===== src/rtl/uart_cmd_pkg.sv =====
// Shared types and constants for the UART command frame controller.
package uart_cmd_pkg;

    typedef enum logic [1:0] {
        ST_IDLE = 2'd0,
        ST_ADDR = 2'd1,
        ST_DATA = 2'd2,
        ST_CHK  = 2'd3
    } state_t;

    localparam logic [7:0] DEFAULT_SYNC_BYTE = 8'hA5;
    localparam int         FRAME_LEN         = 4;

    // XOR checksum carried in the last byte of a frame
    function automatic logic [7:0] frame_chk(input logic [7:0] sync_byte,
                                             input logic [7:0] addr,
                                             input logic [7:0] data);
        return sync_byte ^ addr ^ data;
    endfunction

endpackage


===== src/rtl/uart_cmd_timeout.sv =====
// Inter-byte timeout counter; expired pulses on the cycle the limit is reached
// while enabled and not being cleared.
module uart_cmd_timeout #(
    parameter int TIMEOUT_CYCLES = 200000
) (
    input  logic clk,
    input  logic rst_n,
    input  logic clear,
    input  logic enable,
    output logic expired
);

    localparam int            CW    = (TIMEOUT_CYCLES > 1) ? $clog2(TIMEOUT_CYCLES) : 1;
    localparam logic [CW-1:0] LIMIT = CW'(TIMEOUT_CYCLES - 1);
    localparam logic [CW-1:0] ONE   = CW'(1);

    logic [CW-1:0] count_r;

    // Count idle cycles of an open frame, holding at the limit
    always_ff @(posedge clk or negedge rst_n) begin
        if (!rst_n) begin
            count_r <= {CW{1'b0}};
        end else if (clear) begin
            count_r <= {CW{1'b0}};
        end else if (enable && (count_r != LIMIT)) begin
            count_r <= count_r + ONE;
        end else begin
            count_r <= count_r;
        end
    end

    assign expired = enable && !clear && (count_r == LIMIT);

endmodule


===== src/rtl/uart_cmd_ctrl.sv =====
// Parses SYNC/ADDR/DATA/CHK byte frames from a UART receiver and writes a
// small register bank; bad or stalled frames are counted as errors.
module uart_cmd_ctrl
    import uart_cmd_pkg::*;
#(
    parameter logic [7:0] SYNC_BYTE      = DEFAULT_SYNC_BYTE,
    parameter int         NUM_REGS       = 4,
    parameter int         TIMEOUT_CYCLES = 200000
) (
    input  logic                  clk,
    input  logic                  rst_n,
    input  logic [7:0]            rx_data,
    input  logic                  rx_valid,
    output logic [NUM_REGS*8-1:0] reg_bank,
    output logic                  wr_strobe,
    output logic [7:0]            wr_addr,
    output logic                  frame_err,
    output logic [7:0]            err_count,
    output logic                  busy
);

    state_t     state_r;
    logic [7:0] addr_r;
    logic [7:0] data_r;
    logic       expired_s;

    uart_cmd_timeout #(
        .TIMEOUT_CYCLES(TIMEOUT_CYCLES)
    ) u_timeout (
        .clk    (clk),
        .rst_n  (rst_n),
        .clear  (rx_valid || (state_r == ST_IDLE)),
        .enable (state_r != ST_IDLE),
        .expired(expired_s)
    );

    // Frame FSM with registered write/error outputs
    always_ff @(posedge clk or negedge rst_n) begin
        if (!rst_n) begin
            state_r   <= ST_IDLE;
            addr_r    <= 8'h00;
            data_r    <= 8'h00;
            reg_bank  <= {(NUM_REGS*8){1'b0}};
            wr_strobe <= 1'b0;
            wr_addr   <= 8'h00;
            frame_err <= 1'b0;
            err_count <= 8'h00;
        end else begin
            wr_strobe <= 1'b0;
            frame_err <= 1'b0;
            if (rx_valid) begin
                case (state_r)
                    ST_IDLE: begin
                        if (rx_data == SYNC_BYTE) begin
                            state_r <= ST_ADDR;
                        end
                    end
                    ST_ADDR: begin
                        addr_r  <= rx_data;
                        state_r <= ST_DATA;
                    end
                    ST_DATA: begin
                        data_r  <= rx_data;
                        state_r <= ST_CHK;
                    end
                    ST_CHK: begin
                        state_r <= ST_IDLE;
                        // Bad checksum and bad address collapse into one error
                        if ((rx_data == frame_chk(SYNC_BYTE, addr_r, data_r)) &&
                            (int'(addr_r) < NUM_REGS)) begin
                            reg_bank[int'(addr_r)*8 +: 8] <= data_r;
                            wr_addr   <= addr_r;
                            wr_strobe <= 1'b1;
                        end else begin
                            frame_err <= 1'b1;
                            if (err_count != 8'hFF) begin
                                err_count <= err_count + 8'h01;
                            end
                        end
                    end
                    default: begin
                        state_r <= ST_IDLE;
                    end
                endcase
            end else if (expired_s) begin
                state_r   <= ST_IDLE;
                frame_err <= 1'b1;
                if (err_count != 8'hFF) begin
                    err_count <= err_count + 8'h01;
                end
            end
        end
    end

    assign busy = (state_r != ST_IDLE);

endmodule

===== config.mk =====
export PLATFORM = sky130hd
export DESIGN_NAME = uart_cmd_ctrl
export DESIGN_NICKNAME = d
export VERILOG_FILES = /design/src/rtl/uart_cmd_pkg.sv /design/src/rtl/uart_cmd_timeout.sv /design/src/rtl/uart_cmd_ctrl.sv
export SDC_FILE = /design/constraint.sdc
export NUM_CORES = 1
export LEC_CHECK = 0
export CORE_MARGIN = 4
export CORE_UTILIZATION = 40
export CTS_CLUSTER_SIZE = 30
export DETAILED_ROUTE_END_ITERATION = 10
export SLEW_MARGIN = 25
export SYNTH_ARGS = -nofsm -noshare
export SYNTH_HDL_FRONTEND = slang
export SYNTH_SLANG_ARGS = --single-unit
export TNS_END_PERCENT = 1

===== constraint.sdc =====
create_clock -name clk -period 3.7 [get_ports clk]
set_input_delay 0.37 -clock clk [delete_from_list [all_inputs] [get_ports clk]]
set_output_delay 0.37 -clock clk [all_outputs]
set_load 0.03 [all_outputs]

==> summary.md <==
| Metric | Value |
|---|---|
| Via count | `about 2,700` |
| Crit path buf inv count | `2` |
| R2r worst-path depth | `10` |
| Post-synth EDFFs | `0` |
| Setup Crit Path Kind | `reg2reg` |
| GRT Residual Overflow | `0` |
| Status | `completed` |
| Top cell family by delay on the critical path | `simple AND/OR/NAND/NOR gates` |
| Ys flop type | `dfrtp_1` |
| Mapped Area | `between 4000 and 5000 um^2` |
| Routed wire length | `8.57 mm` |
| Post-CTS Hold Buffers | `0` |
| Post-route cell area | `slightly above 5000 um^2` |
| Height of the die | `109 um` |
| Max-slew violation total from the final report | `0` |
| Clk_lat worst skew | `360 ps` |
| Synth top area share | `52.5%` |
| Setup Fix Bufs, Post-CTS | `0` |
| Most common cell on crit path | `buf_4` |
| Gate Count Post-Synth | `334` |
| Setup TNS | `0 ps` |
| Reg-to-reg setup timing slack | `280 ps` |
| Tmin final | `about 3400 ps` |
| RSZ-0062 raised after global routing | `false` |
| Largest net degree at the start of global routing | `87` |
| Slew @ Worst Pin | `794 ps` |
| H-tree Lvls | `3` |
| Total track usage | `~15%` |
| Sequence of cells on the critical path | `or4_4 > nor4_1 > ha_1 > a21oi_1 > a2111oi_1 > buf_4 > nand4_4 > nor4_4 > buf_4 > mux2_2` |
| I/O Buffers | `61` |
| Initial DRC Count | `62` |
| Site Rows | `36` |
| Clk sink count | `86` |
| Leak | `~2.4 nW` |
| Peak Freq | `about 290 MHz` |
| Hold Vio Cnt, Final | `0` |
| Power Total | `about 2.9 mW` |
| Worst Path Required | `3950 ps` |
| Hold/Removal Path Class | `in2async` |
| Relative slew margins | `47.1%` |
| Diode count | `0` |
| Die X | `109 um` |
| Largest stage delay, worst path | `570 ps` |
| Commonest non-fill, non-tap cell in the layout | `dfrtp_1` |
| Synth area leader | `dfrtp_1` |
| HPWL after detailed placement | `about 6 mm` |
| Starting density of the core | `between 40% and 50%` |
| WP data arrival | `3670 ps` |
| TritonRoute pass-1 iters | `4` |
| Antenna violations before repair | `0` |
| Distinct cells, synth | `44` |
| Synth area leaders | `dfrtp_1 53%, mux2_2 9.6%, xnor2_1 3.0%` |
| FF+latch count, synth | `between 80 and 90` |
| Nets | `419` |
| CP max FO | `10` |
| CTS tree | `built` |
| M3 GR Usage | `3.73%` |
| Syn nets | `~350` |
| Vias in the first global route | `2,679` |
| Final setup fails | `0` |
| WL/cell | `15.9 um` |
| Peak-usage layer in the global routing report | `met1` |
| Async set-or-reset flop fraction in the synthesized netlist | `100%` |
| TritonCTS buffer count | `9` |
| First-pass GRT wire length | `14.0 mm` |
| Worst r2r src | `addr_r[3]` |
| Power per Cell Area | `roughly 580 nW/um^2` |
| Routed vias/inst | `5.01` |
| Clock-pin slew on the worst setup and hold paths | `~90 ps` |
| Hold Slack | `around 77 ps` |
| Placed Area | `4850 um^2` |
| Clk root buf | `clkbuf_8` |
| Share of cells above drive strength 1 | `18.5%` |
| Layout area overhead | `23.9%` |
| CP max-delay cell | `or4_4` |
| R2r endpoint | `reg_bank[22]` |
| CTS max path bufs | `2` |
| Syn Area/Cell | `around 12 um^2` |
| FILL cells | `between 800 and 900` |
| Endpoint class of the critical path | `flip-flop` |
| Placer Congestion | `0.768` |
| Final period utilization | `between 90% and 100%` |
| Met1 usage | `22.4%` |
| Sequential share of the synthesized area | `52.5%` |
| Commonest cells after routing, fill and taps aside | `86 x dfrtp_1, 60 x clkdlybuf4s50_1, 35 x mux2_2, 26 x nand2_1, 18 x nor2_1` |
| GR Util met2 | `22.1%` |
| Max Cap Violations | `0` |
| Worst ir drop on vdd | `346 uV` |
| Core Box Area | `between 9000 and 10,000 um^2` |
| CTS resizes | `0` |
| Top Ports | `62` |
| Layout Skew | `14.9 ps` |
| DRC viols | `0` |
| CP startpoint kind | `flip-flop` |
| Antenna viol nets, final | `0` |
| YS warnings | `0` |
| Die area | `11,900 um^2` |
==> synth_stat cells (7+ instances only) <==
cell      n
ha_1      8
inv_1    16
and2_1    7
mux2_4    8
nand3_1  12
nand2_1  26
nor2_1   18
dfrtp_1  86
mux2i_1   8
and3_1   10
mux2_2   35
xnor2_1  14
xor2_1   10
==> sequential cells by signal (all words and copies together), names as in the netlist <==
| name | cells |
|---|---|
| reg_bank | 32 |
| u_timeout.count_r | 18 |
| addr_r | 8 |
| data_r | 8 |
| err_count | 8 |
| wr_addr | 8 |
| state_r | 2 |
| frame_err | 1 |
| wr_strobe | 1 |
==> how the worst max path moves through the flow <==
stage | slack [ps] | to | cells past startpoint | start
final | 280 | reg_bank[22] | 10 | addr_r[3]
after global routing | 30 | reg_bank[5] | 9 | addr_r[3]
after CTS | 150 | reg_bank[14] | 9 | addr_r[3]
after detailed placement | 170 | reg_bank[13] | 9 | addr_r[3]
after global placement | 420 | reg_bank[14] | 9 | addr_r[3]
after floorplan | 440 | reg_bank[10] | 10 | addr_r[3]
==> cell families after synthesis <==
kind of cell | count (synthesis) | share of synthesized area, %
AO/OA/AOI/OAI | 24 | 3.57
XOR/XNOR | 29 | 7.94
adder cells (fa/ha/maj) | 8 | 2.44
buffers and inverters | 25 | 2.69
flip-flops | 86 | 52.5
multiplexers | 51 | 14.5
AND/OR/NAND/NOR | 111 | 16.3
==> per-layer routing <==
layer,vias up,routed length (um)
met3,9,375
met1,1319,4300
met4,0,113
met2,62,3790
li1,1303,-
met5,-,0
==> per-stage QoR <==
| step | setup slack (ps) | std cells | util (%) |
|---|---|---|---|
| 2_1_floorplan | 439 | 334 | - |
| 3_3_place_gp | 416 | 522 | 49.1 |
| 3_5_place_dp | 172 | 522 | 49.2 |
| 4_1_cts | 154 | 538 | 51.4 |
| 5_1_grt | 34.5 | 538 | 51.5 |
| 6_report | 276 | 538 | 51.5 |
==> power breakdown <==
part | internal, mW | total, mW | switching [mW]
Combinational | 0.440 | 0.900 | 0.460
Sequential | 1.07 | 1.29 | 0.218
Clock | 0.401 | 0.748 | 0.348
==> area by class of cell <==
cell class | instances | area (um^2) | share of cell area (%)
multi-input combinational | 223 | 1840 | 36.3
inverter | 16 | 60.1 | 1.18
tap | 133 | 166 | 3.28
timing repair buffer | 64 | 634 | 12.5
clock buffer | 11 | 141 | 2.78
clock inverter | 5 | 82.6 | 1.63
sequential | 86 | 2150 | 42.4
Note: power is estimated with default switching activity, not from simulation.
